==> config.mk <==
export PLATFORM = sky130hd
export DESIGN_NAME = multi_tone_gen
export DESIGN_NICKNAME = d
export VERILOG_FILES = /design/src/rtl/multi_tone_gen.sv
export SDC_FILE = /design/constraint.sdc
export NUM_CORES = 1
export LEC_CHECK = 0
export BUFFER_PORTS_ARGS = -buffer_cell sky130_fd_sc_hd__buf_2
export CAP_MARGIN = 25
export CORE_MARGIN = 3
export CORE_UTILIZATION = 60
export DETAILED_ROUTE_END_ITERATION = 12
export GPL_TIMING_DRIVEN = 0
export PLACE_DENSITY = 0.88
export SYNTH_ARGS = -nofsm -noshare
export SYNTH_HDL_FRONTEND = slang
export SYNTH_SLANG_ARGS = --single-unit
==> constraint.sdc <==
create_clock -name clk -period 7.4 [get_ports clk]
set_input_delay 1.11 -clock clk [delete_from_list [all_inputs] [get_ports clk]]
set_output_delay 1.11 -clock clk [all_outputs]
set_load 0.01 [all_outputs]
==> src/rtl/multi_tone_gen.sv <==
// Multi-channel square-wave tone generator with per-note millisecond duration and 1-bit mixer.
// Define TONE_SIGMA_DELTA_EN to replace the OR mixer with a first-order sigma-delta mixer.
module multi_tone_gen #(
    parameter int NUM_CH = 2,
    parameter int FREQ_W = 10,
    parameter int TPM_W  = 6,
    parameter int DUR_W  = 12
) (
    input  logic                       clk,
    input  logic                       rst,
    input  logic [TPM_W-1:0]           ticks_per_milli,
    input  logic [NUM_CH*FREQ_W-1:0]   freq,
    input  logic [NUM_CH*DUR_W-1:0]    dur_ms,
    input  logic [NUM_CH-1:0]          start,
    output logic [NUM_CH-1:0]          busy,
    output logic [NUM_CH-1:0]          done,
    output logic [NUM_CH-1:0]          wave,
    output logic                       sound
);

    localparam int HALF_W = TPM_W + 9;
    localparam int ACC_W  = TPM_W + FREQ_W + 10;

    typedef enum logic {
        ST_IDLE = 1'b0,
        ST_PLAY = 1'b1
    } state_t;

    logic [TPM_W-1:0]  pres_r;
    logic              tpm_zero_s;
    logic              ms_tick_s;
    logic [HALF_W-1:0] half_s;
    logic [NUM_CH-1:0] wave_vec_s;
    logic              sound_r;

    assign tpm_zero_s = (ticks_per_milli == {TPM_W{1'b0}});
    assign ms_tick_s  = !tpm_zero_s && (pres_r == (ticks_per_milli - TPM_W'(1)));
    assign half_s     = HALF_W'(ticks_per_milli) * HALF_W'(500);

    // Shared millisecond prescaler; its phase is never disturbed by note starts.
    always_ff @(posedge clk) begin
        if (rst) begin
            pres_r <= {TPM_W{1'b0}};
        end else if (ms_tick_s) begin
            pres_r <= {TPM_W{1'b0}};
        end else begin
            pres_r <= pres_r + TPM_W'(1);
        end
    end

    genvar i;
    for (i = 0; i < NUM_CH; i++) begin : g_ch
        logic [FREQ_W-1:0] freq_in_s;
        logic [DUR_W-1:0]  dur_in_s;
        logic              start_ok_s;

        state_t            state_r, state_nx_s;
        logic [FREQ_W-1:0] note_freq_r, note_freq_nx_s;
        logic [DUR_W-1:0]  rem_r, rem_nx_s;
        logic [ACC_W-1:0]  acc_r, acc_nx_s;
        logic              wave_r, wave_nx_s;
        logic              done_r, done_nx_s;

        assign freq_in_s  = freq[i*FREQ_W +: FREQ_W];
        assign dur_in_s   = dur_ms[i*DUR_W +: DUR_W];
        assign start_ok_s = (dur_in_s != {DUR_W{1'b0}}) && !tpm_zero_s;

        // Next-state logic: start/retrigger, phase accumulation and duration countdown.
        always_comb begin
            state_nx_s     = state_r;
            note_freq_nx_s = note_freq_r;
            rem_nx_s       = rem_r;
            acc_nx_s       = acc_r;
            wave_nx_s      = wave_r;
            done_nx_s      = 1'b0;
            case (state_r)
                ST_IDLE: begin
                    wave_nx_s = 1'b0;
                    if (start[i] && start_ok_s) begin
                        state_nx_s     = ST_PLAY;
                        note_freq_nx_s = freq_in_s;
                        rem_nx_s       = dur_in_s;
                        acc_nx_s       = {ACC_W{1'b0}};
                    end else if (start[i]) begin
                        done_nx_s = 1'b1;
                    end else begin
                        state_nx_s = ST_IDLE;
                    end
                end
                ST_PLAY: begin
                    if (start[i]) begin
                        // A retrigger that cannot play ends the note rather than hanging in PLAY.
                        acc_nx_s  = {ACC_W{1'b0}};
                        wave_nx_s = 1'b0;
                        if (start_ok_s) begin
                            note_freq_nx_s = freq_in_s;
                            rem_nx_s       = dur_in_s;
                        end else begin
                            state_nx_s = ST_IDLE;
                            done_nx_s  = 1'b1;
                        end
                    end else begin
                        if (note_freq_r == {FREQ_W{1'b0}}) begin
                            wave_nx_s = 1'b0;
                        end else if (acc_r >= ACC_W'(half_s)) begin
                            wave_nx_s = ~wave_r;
                            acc_nx_s  = acc_r + ACC_W'(note_freq_r) - ACC_W'(half_s);
                        end else begin
                            acc_nx_s = acc_r + ACC_W'(note_freq_r);
                        end
                        if (ms_tick_s && (rem_r == DUR_W'(1))) begin
                            state_nx_s = ST_IDLE;
                            done_nx_s  = 1'b1;
                            wave_nx_s  = 1'b0;
                        end else if (ms_tick_s) begin
                            rem_nx_s = rem_r - DUR_W'(1);
                        end else begin
                            rem_nx_s = rem_r;
                        end
                    end
                end
                default: begin
                    state_nx_s = ST_IDLE;
                    wave_nx_s  = 1'b0;
                end
            endcase
        end

        // Channel state registers.
        always_ff @(posedge clk) begin
            if (rst) begin
                state_r     <= ST_IDLE;
                note_freq_r <= {FREQ_W{1'b0}};
                rem_r       <= {DUR_W{1'b0}};
                acc_r       <= {ACC_W{1'b0}};
                wave_r      <= 1'b0;
                done_r      <= 1'b0;
            end else begin
                state_r     <= state_nx_s;
                note_freq_r <= note_freq_nx_s;
                rem_r       <= rem_nx_s;
                acc_r       <= acc_nx_s;
                wave_r      <= wave_nx_s;
                done_r      <= done_nx_s;
            end
        end

        assign busy[i]       = (state_r == ST_PLAY);
        assign done[i]       = done_r;
        assign wave[i]       = wave_r;
        assign wave_vec_s[i] = wave_r;
    end

`ifdef TONE_SIGMA_DELTA_EN
    localparam int SD_W = $clog2(2*NUM_CH+1);

    function automatic logic [SD_W-1:0] count_ones(input logic [NUM_CH-1:0] v);
        logic [SD_W-1:0] cnt;
        cnt = {SD_W{1'b0}};
        for (int k = 0; k < NUM_CH; k++) begin
            cnt = cnt + SD_W'(v[k]);
        end
        return cnt;
    endfunction

    logic [SD_W-1:0] mix_r;
    logic [SD_W-1:0] mix_sum_s;

    assign mix_sum_s = mix_r + count_ones(wave_vec_s);

    // First-order sigma-delta: output density tracks the fraction of channels high.
    always_ff @(posedge clk) begin
        if (rst) begin
            mix_r   <= {SD_W{1'b0}};
            sound_r <= 1'b0;
        end else if (mix_sum_s >= SD_W'(NUM_CH)) begin
            mix_r   <= mix_sum_s - SD_W'(NUM_CH);
            sound_r <= 1'b1;
        end else begin
            mix_r   <= mix_sum_s;
            sound_r <= 1'b0;
        end
    end
`else
    // OR mixer, registered so sound lags the channel waves by one cycle.
    always_ff @(posedge clk) begin
        if (rst) begin
            sound_r <= 1'b0;
        end else begin
            sound_r <= |wave_vec_s;
        end
    end
`endif

    assign sound = sound_r;

endmodule
Word-level counts from Yosys, hierarchy flattened

Cells that the tools add are included.

Register bits: 109
Input bits: 54
Output and inout port bits: 7
Word-level logic and storage cells: 131

Add/subtract/negate cells: 8
Multipliers: 1
$lt $le $gt $ge: 2
Equality and inequality tests: 19
Mux-type cells: 62
Bitwise logic cells: 4
Reduce and logical (&&, ||, !) cells: 21

Operator list:

| kind                    | count |
|---|---|
| $mux W26                | 8 |
| $mux W12                | 10 |
| $pmux W26 S2            | 2 |
| $mux W10                | 6 |
| $add A26 B10 Y26        | 2 |
| $ge A26 B15 Y1          | 2 |
| $sub A26 B15 Y26        | 2 |
| $pmux W12 S2            | 2 |
| $pmux W10 S2            | 2 |
| $mux W1                 | 26 |
| $eq A12 B1 Y1 const B   | 2 |
| $ne A3 B3 Y1 const B    | 8 |
| $reduce_bool A12 Y1     | 2 |
| $sub A12 B1 Y12 const B | 2 |
| $logic_not A10 Y1       | 2 |
| $mul A6 B7 Y13 const B  | 1 |
| $ne A2 B2 Y1 const B    | 6 |
| $pmux W1 S2             | 6 |
| $ne A5 B2 Y1 const B    | 2 |
| $reduce_and A4 Y1       | 2 |
| $logic_and A1 B1 Y1     | 7 |
| $add A6 B1 Y6 const B   | 1 |
| $eq A6 B6 Y1            | 1 |
| $logic_not A6 Y1        | 1 |
| 6 further kinds         | 12 |

Longest topological paths before layout

Gate-level depths: netlist (run 1).

Word-level depth: 7
Depth in mapped cells: 25
Depth with buffers taken out: 23

Least setup slack after synthesis (run 1)

Ideal clock, no wire load.

Kind: input to register
Start: in ticks_per_milli[0]
End: reg g_ch[1].acc_r[25]
Library setup time: 71 ps
Arrival time: 6,219 ps
Required time: 7,329 ps
Path slack: 1,111 ps
Stages: 21
Path buffers: 0
Path through: fa_1 -> inv_1 -> fa_1 -> inv_1 -> fa_1 -> ha_1 -> a21oi_1 -> o21bai_1 -> a21oi_1 -> xnor2_1 -> ha_1 -> nand3_1 -> o21bai_1 -> a31o_2 -> a21oi_1 -> a221oi_1 -> nor3_4 -> o211ai_2 -> or4_4 -> a211oi_2 -> o21bai_1

Cells in the longest elaborated chain, start to end: 6
Elaborated cells between the ends (all ways): 13
Those cells by class: add/sub: 1; mul: 1; order compare: 1; eq/ne: 1; mux: 4; reduce/logical: 5

RTL lines:

| what                                               | RTL line | RTL |
|---|---|---|
| from (decl)                                        | 11       | `input logic [TPM_W-1:0] ticks_per_milli,` |
| $mul A6 B7 Y13 or $logic_not A6 Y1 (tied branches) | 38, 36   |  |
| $sub A26 B15 Y26, or another cell as far along     | 107      | `acc_nx_s = acc_r + ACC_W'(note_freq_r) - ACC_W'(half_s);` |
| $mux W26 or $logic_and A1 B1 Y1 (tied branches)    | 105, 66  |  |
| $mux W26 or $logic_and A1 B1 Y1 (tied branches)    | 103, 79  |  |
| $mux W26 or $ne A2 B2 Y1 (tied branches)           | n/a      |  |
| $pmux W26 S2 or $reduce_and A2 Y1 (tied branches)  | n/a      |  |
| to (signal assigned)                               | 135      | `acc_r <= {ACC_W{1'b0}};` |
| to (signal assigned)                               | 142      | `acc_r <= acc_nx_s;` |
| to (decl)                                          | 60       | `logic [ACC_W-1:0] acc_r, acc_nx_s;` |

Parallel ways exist; a longest one is shown, timed or not. The select of a mux whose other input is x is not followed.
A chain may end at the register's enable or synchronous reset.

Worst setup path after layout (run 1)

Start: in ticks_per_milli[0]
End: reg g_ch[0].acc_r[3]

Cells in the longest elaborated chain, start to end: 6
Elaborated cells between the ends (all ways): 13
Those cells by class: add/sub: 1; mul: 1; order compare: 1; eq/ne: 1; mux: 4; reduce/logical: 5

RTL lines:

| what                                               | RTL line |
|---|---|
| $mul A6 B7 Y13 or $logic_not A6 Y1 (tied branches) | 38, 36 |
| $sub A26 B15 Y26, or another cell as far along     | 107 |
| $mux W26 or $logic_and A1 B1 Y1 (tied branches)    | 105, 66 |
| $mux W26 or $logic_and A1 B1 Y1 (tied branches)    | 103, 79 |
| $mux W26 or $ne A2 B2 Y1 (tied branches)           | n/a |
| $pmux W26 S2 or $reduce_and A2 Y1 (tied branches)  | n/a |
| to (signal assigned)                               | 135 |
| to (signal assigned)                               | 142 |
| to (decl)                                          | 60 |

Parallel ways exist; a longest one is shown, timed or not. The select of a mux whose other input is x is not followed.

==> flow_summary_export.csv, run 1 <==
group,metric,value,unit
setup_path,reg2reg_depth,15,
power,clock_power_share,20.0,%
setup_path,critPathSlowestCell,"fa_1",
floorplan,die_h,135,um
clocking,post-cts-setup-buffers,0,
power,p_comb_share,53.9,%
sta,setup_tns,0,ps
sta,worst_pin_slew,903,ps
placed_design,finalWeightedCongestion,0.935,
global_route,track_usage,29.4,%
power,power.switching,1.05,mW
floorplan,io-pin-count,61,
setup_path,setup.worst_path.end_class,"register",
outcome,run_status,"complete, no violations",
layout,regArea,2180,um^2
clocking,cts_inserted_buffers,9,
clocking,cts_num_sinks,109,
setup_path,timing.critical_path.mode_cell,"fa_1",
sta,hold-worst-slack,475,ps
sta,finalSetupViolCount,0,
synth,synthesis.yosys.warnings,0,
clocking,clkTransAtPathRegs,70,ps
synth,ys.flop_type,"dfxtp_1",
layout,number_of_antenna_cells_inserted,0,
sta,hold_viol,0,
power,internal_power,1.45,mW
clocking,quantity_of_gates_resized_following_cts,0,
worst_hold_path,hp-class,"reg2reg",
floorplan,initial_utilization,62.1,%
placed_design,dp_hpwl,20.6,mm
layout,multiInputGateArea,7310,um^2
job,max-cap-violations,0,
power,irDropWorstVdd,0.166,mV
worst_hold_path,hold-path-cell-count,1,
setup_path,crit_path_class,"in2reg",
synth,syn-cell-area,9970,um^2
placed_design,place.port_buffers,60,
layout,syn2layout_area_growth,8.76,%
synth,synth-async-reset-ratio,0,%
clocking,htree_levels,3,
power,power.switching_fraction,42.1,%
setup_path,reg2reg_setup_slack,2720,ps
routing,detail-route-antenna-nets,0,
global_route,grt_max_degree,18,
floorplan,die_area,18200,um^2
power,share_seq_of_total_power,26.1,%
synth,synth_nets,1418,
clocking,cts_tree,"yes",
global_route,grt_first_pass_wirelength,44.4,mm
synth,synth-seq-cells,109,
setup_path,worst_ep_arrival_time,7150,ps
setup_path,cp-startpoint,"ticks_per_milli[0]",
floorplan,rows,46,
sta,setup_repair_after_global_routing_missed_its_margin,"false",
global_route,grt_remaining_overflow,0,
setup_path,max_stage_delay,620,ps
floorplan,placeableCoreArea,16100,um^2
synth,synth-edff-count,0,
setup_path,worstSetupEndpoint,"g_ch[0].acc_r[3]",
setup_path,r2r_start,"g_ch[1].note_freq_r[1]",
sta,timing.fmax,145,MHz
routing,detailroute.via_count,9740,
setup_path,critical_path.reg2reg.endpoint,"g_ch[1].acc_r[25]",
clocking,number_of_buffers_added_to_fix_hold_violations_after_cts,0,
power,power_density,231,nW/um^2
sta,min_period_over_period,93.5,%
sta,timing_max_transition_violations_final,0,
layout,final_common_cell,"nor2_1",
sta,timing.max_slew.rel_slack,39.6,%
routing,routed_wirelength,26.8,mm
floorplan,floorplan.die.width,135,um
routing,wl_per_cell,17.4,um
setup_path,startpoint_type,"primary input",
sta,finalCriticalPeriod,6920,ps
clocking,worst_skew_pair.late_latency,360,ps
global_route,number_of_antenna_violations_at_the_first_check_in_global_routing,0,
setup_path,peak_fanout_along_the_critical_path,10,
routing,drc_violations_left,0,
routing,initialDrtViolationCount,724,
synth,synth_instances,1245,
synth,synth.yosys.seq_area_share,21.9,%
synth,synth_cell_type_count,85,
global_route,via_count_of_the_first_global_routing_pass,9417,
layout,fillcell_total,1268,
layout,most_frequent_cells_in_the_layout,"nor2_1 (124), dfxtp_1 (109), ha_1 (102)",
sta,final.setup_skew,14.9,ps
clocking,clock_path_buffers,2,
setup_path,req_time_crit_path,7630,ps
layout,drive_above_1_share,9.16,%
synth,postSynthAreaPerCell,8.01,um^2
power,power,2.51,mW
clocking,clock_tree.root_cell,"clkbuf_16",
routing,detail_route.vias_per_cell,6.34,
layout,finish.net_count,1490,
routing,detail_route.first_pass.iterations,6,
setup_path,crit_path_cell_trace,"buf_2 > fa_1 > inv_1 > fa_1 > inv_1 > fa_1 > ha_1 > a21oi_1 > o21bai_1 > a21oi_1 > xnor2_1 > ha_1 > a2111oi_0 > o21ai_1 > o32a_1 > maj3_1 > a22oi_1 > or2_1 > clkbuf_1 > buf_1 > o21ai_0 > a22oi_1 > nor2_1",
power,p_leak,4.70,nW
## power groups by stage
stage	Combinational (mW)	Clock [mW]	Sequential, mW
2_1_floorplan	1.05	0	0.656
6_report	1.35	0.502	0.655
3_3_place_gp	1.26	0	0.665
3_5_place_dp	1.32	0	0.667
4_1_cts	1.33	0.506	0.653
5_1_grt	1.50	0.527	0.659
## metal layers
layer | share of wire [%] | wire, um | global-route usage (%) | vias up
met5 | 0 | 0 | 0 | -
met4 | 2.5 | 664 | 10.2 | 0
met3 | 7.8 | 2080 | 4.96 | 66
met2 | 48 | 12800 | 50.8 | 421
met1 | 42 | 11300 | 37.2 | 4565
li1 | - | - | - | 4688
## registers in the layout (all words and copies together), names as in the netlist
name	count
g_ch.acc_r	52
g_ch.done_r	2
g_ch.note_freq_r	20
g_ch.rem_r	24
g_ch.state_r	2
g_ch.wave_r	2
pres_r	6
sound	1
## cell families after synthesis
kind of cell / after synthesis / share of synthesized area [%]
simple gates: 425 / 21.0
compound gates: 339 / 23.6
buf+inv: 120 / 4.81
fa+ha+maj: 120 / 16.3
flops: 109 / 21.9
xor+xnor: 84 / 7.45
mux: 48 / 4.99
## synthesized netlist by cell type (all sizes together) (31+ instances only)
cell type  instances  area (um^2)
nor2             124          465
dfxtp            109         2180
ha               102         1280
nand2             92          348
o21ai             75          379
a21oi             67          339
inv               66          248
xnor2             52          455
clkbuf            43          161
nand3             39          200
nor3              35          186
mux2i             34          340
xor2              32          288
a22oi             31          233
## worst min path at each step
stage               from         to  slack, ps
6_report       pres_r[0]  pres_r[0]        480
5_1_grt        pres_r[0]  pres_r[0]        500
4_1_cts        pres_r[0]  pres_r[0]        480
3_5_place_dp   pres_r[0]  pres_r[0]        460
3_3_place_gp   pres_r[0]  pres_r[0]        460
2_1_floorplan  pres_r[0]  pres_r[0]        440
## critical path, delay by kind of cell
kind	cells	cell delay (ps)
xor+xnor	1	210
buf+inv	5	1060
fa+ha+maj	6	2600
compound gates	9	1980
simple gates	2	180
## layout make-up
type | count | area share [%]
buffer | 54 | 2.13
clock buffer | 10 | 2.20
clock inverter | 5 | 0.542
inverter | 66 | 2.28
multi-input combinational | 1016 | 67.4
sequential | 109 | 20.1
tap | 216 | 2.49
timing repair buffer | 61 | 2.81
## metrics by stage
stage | std cells | cell area [um^2] | setup slack, ps | util, %
4_1_cts | 1536 | 10800 | 477 | 67.5
5_1_grt | 1537 | 10800 | 90.5 | 67.5
6_report | 1537 | 10800 | 481 | 67.5
3_3_place_gp | 1521 | 10500 | 252 | 65.7
2_1_floorplan | 1245 | 9970 | 1110 | -
3_5_place_dp | 1521 | 10500 | 138 | 65.7
Note: power is estimated with default switching activity, not from simulation.
==> run 2, diff against run 1 <==
--- a/config.mk
+++ b/config.mk
@@ -5,6 +5,7 @@
 export SDC_FILE = /design/constraint.sdc
 export NUM_CORES = 1
 export LEC_CHECK = 0
+export ABC_AREA = 1
 export BUFFER_PORTS_ARGS = -buffer_cell sky130_fd_sc_hd__buf_2
 export CAP_MARGIN = 25
 export CORE_MARGIN = 3
==> run 2 against run 1 <==
Global-route usage up 1.5 points. Clock skew up 3.0 ps. Flip-flop and latch count unchanged. Synthesized cell count up 34%.
==> flow_summary_export.csv, run 2 <==
group,metric,value,unit
synth,synth_instances,1664,
setup_path,crit_path_class,"in2reg",
routing,detail_route.vias_per_cell,5.84,
setup_path,crit_path_cell_trace,"buf_2 > fa_1 > inv_1 > fa_1 > inv_1 > fa_1 > ha_1 > a21oi_1 > nand2_1 > a21oi_1 > o21bai_1 > nand2_1 > nand2_1 > a21oi_1 > xor2_1 > ha_1 > a31oi_1 > nand2_1 > a21oi_1 > o21ai_0 > nand3_1 > o31ai_1",
global_route,grt_first_pass_wirelength,50.8,mm
layout,syn2layout_area_growth,8.36,%
setup_path,max_stage_delay,620,ps
setup_path,reg2reg_setup_slack,3610,ps
sta,timing.fmax,173,MHz
sta,hold_viol,0,
sta,setup_repair_after_global_routing_missed_its_margin,"false",
floorplan,initial_utilization,62.1,%
global_route,grt_remaining_overflow,0,
routing,routed_wirelength,30.8,mm
routing,wl_per_cell,15.7,um
worst_hold_path,hp-class,"reg2reg",
global_route,track_usage,30.9,%
synth,syn-cell-area,10900,um^2
setup_path,r2r_start,"g_ch[0].note_freq_r[0]",
clocking,clock_path_buffers,2,
power,power_density,410,nW/um^2
floorplan,floorplan.die.width,141,um
floorplan,die_h,141,um
placed_design,finalWeightedCongestion,0.940,
setup_path,reg2reg_depth,22,
sta,min_period_over_period,77.9,%
routing,detailroute.via_count,11500,
layout,reg.largest.list,"g_ch.acc_r x52, g_ch.rem_r x24, g_ch.note_freq_r x20",
synth,synth-async-reset-ratio,0,%
layout,number_of_antenna_cells_inserted,0,
synth,cell_with_the_most_instances_after_synthesis,"nand2_1",
routing,detail_route.first_pass.iterations,8,
sta,final.setup_skew,17.9,ps
setup_path,worstSetupEndpoint,"g_ch[0].acc_r[15]",
clocking,clkTransAtPathRegs,90,ps
setup_path,cp-startpoint,"ticks_per_milli[0]",
sta,final.setup.worst_slack,1640,ps
sta,finalCriticalPeriod,5760,ps
synth,ys.flop_type,"dfxtp_1",
placed_design,dp_hpwl,24.4,mm
synth,netlist_top_cells_count,"nand2_1 (390), inv_1 (184), nor2_1 (146), nand3_1 (132), dfxtp_1 (109)",
synth,synth_nets,1837,
job,max-cap-violations,0,
sta,finalSetupViolCount,0,
clocking,worst_skew_pair.late_latency,380,ps
layout,drive_above_1_share,10.9,%
layout,final_common_cell,"nand2_1",
synth,post_synth_main_area_contributors,"dfxtp_1 (20%), nand2_1 (13%), ha_1 (12%), inv_1 (6.3%), nand3_1 (6.1%)",
synth,synth-edff-count,0,
synth,synth-seq-cells,109,
sta,setup_tns,0,ps
floorplan,placeableCoreArea,17500,um^2
synth,synthDominantCellAreaShare,20.1,%
outcome,run_status,"complete, no violations",
power,p_leak,5.82,nW
sta,timing_max_transition_violations_final,0,
clocking,cts_num_sinks,109,
setup_path,worst_ep_arrival_time,6000,ps
sta,timing.max_slew.rel_slack,34.6,%
setup_path,critPathSlowestCell,"fa_1",
floorplan,io-pin-count,61,
layout,max_flop_register,"g_ch.acc_r",
synth,synth_cell_type_count,55,
synth,synthesis.yosys.warnings,0,
layout,number_of_flip_flops_under_the_largest_register_name,52,
layout,most_frequent_cells_in_the_layout,"nand2_1 (390), inv_1 (184), nor2_1 (146)",
setup_path,setup.worst_path.end_class,"register",
routing,drc_violations_left,0,
clocking,htree_levels,3,
clocking,post-cts-setup-buffers,0,
synth,synth.yosys.seq_area_share,20.1,%
placed_design,place.port_buffers,59,
routing,initialDrtViolationCount,1108,
global_route,via_count_of_the_first_global_routing_pass,10800,
setup_path,critical_path.reg2reg.endpoint,"g_ch[0].acc_r[24]",
setup_path,startpoint_type,"primary input",
clocking,number_of_buffers_added_to_fix_hold_violations_after_cts,0,
sta,worst_pin_slew,981,ps
setup_path,peak_fanout_along_the_critical_path,10,
clocking,clock_tree.root_cell,"clkbuf_16",
layout,finish.net_count,1907,
clocking,quantity_of_gates_resized_following_cts,0,
floorplan,die_area,19800,um^2
routing,detail-route-antenna-nets,0,
global_route,number_of_antenna_violations_at_the_first_check_in_global_routing,0,
clocking,cts_inserted_buffers,9,
power,irDropWorstVdd,0.400,mV
synth,postSynthAreaPerCell,6.54,um^2
setup_path,req_time_crit_path,7640,ps
placed_design,pre_cts_ws,1320,ps
floorplan,rows,48,
layout,fillcell_total,1532,
global_route,grt_max_degree,23,
synth,synth_top_area_cell,"dfxtp_1",
clocking,cts_tree,"yes",
-- run 2: kinds of logic (layout without fill, tap and decap cells) --
kind of cell               Yosys count  in the layout  share of synthesized area (%)
and+or+nand+nor                    843            843                           36.0
AOI/OAI and AO/OA                  266            266                           13.5
buffers and inverters              246            321                           9.07
adders and majority gates          119            119                           14.9
DFF                                109            109                           20.1
xor gates and xnor gates            80             80                           6.44
muxes                                1              1                         0.0920
-- run 2: metal layers --
metal	track usage (%)	vias up	wire, um
li1	-	5658	-
met1	39.7	5233	13000
met2	51.6	501	14200
met3	6.00	78	2640
met4	11.8	0	970
met5	0	-	0
-- run 2: worst min-delay path by stage --
stage	start	end	slack, ps	depth (start not counted)
2_1_floorplan	pres_r[0]	pres_r[0]	440	1
4_1_cts	g_ch[0].rem_r[11]	g_ch[0].rem_r[11]	480	2
5_1_grt	g_ch[0].rem_r[11]	g_ch[0].rem_r[11]	510	2
6_report	g_ch[0].rem_r[11]	g_ch[0].rem_r[11]	480	2
3_3_place_gp	pres_r[0]	pres_r[0]	460	1
3_5_place_dp	pres_r[0]	pres_r[0]	470	1
-- run 2: where the power goes --
part / internal (mW) / total, mW / switching [mW] / leakage [nW]
registers: 0.694 / 0.839 / 0.145 / 0.892
clock network: 0.279 / 0.554 / 0.275 / 0.163
logic: 1.25 / 3.44 / 2.19 / 4.76
-- run 2: cell type report --
type	instances	area (um^2)	share of cell area, %
timing repair buffer	59	295	2.50
buffer	47	239	2.03
sequential	109	2180	18.5
multi-input combinational	1309	7710	65.4
tap	225	282	2.39
inverter	199	748	6.35
clock buffer	9	225	1.91
clock inverter	7	108	0.913
-- run 2: worst max-delay path, delay by kind of cell --
family          cells  cell delay [ps]
simple gates        5              420
compound gates      8             1660
buf+inv             3              320
xor+xnor            1              250
fa+ha+maj           5             2240
-- run 2: stage by stage --
stage          power (mW)  hold slack, ps  instances  util, %  area, um^2
3_3_place_gp         4.08             457       1948     65.3       11500
4_1_cts              4.76             481       1964     67.2       11800
3_5_place_dp         4.17             469       1948     65.3       11500
5_1_grt              5.27             514       1964     67.2       11800
2_1_floorplan        3.42             440       1664        -       10900
6_report             4.83             477       1964     67.2       11800
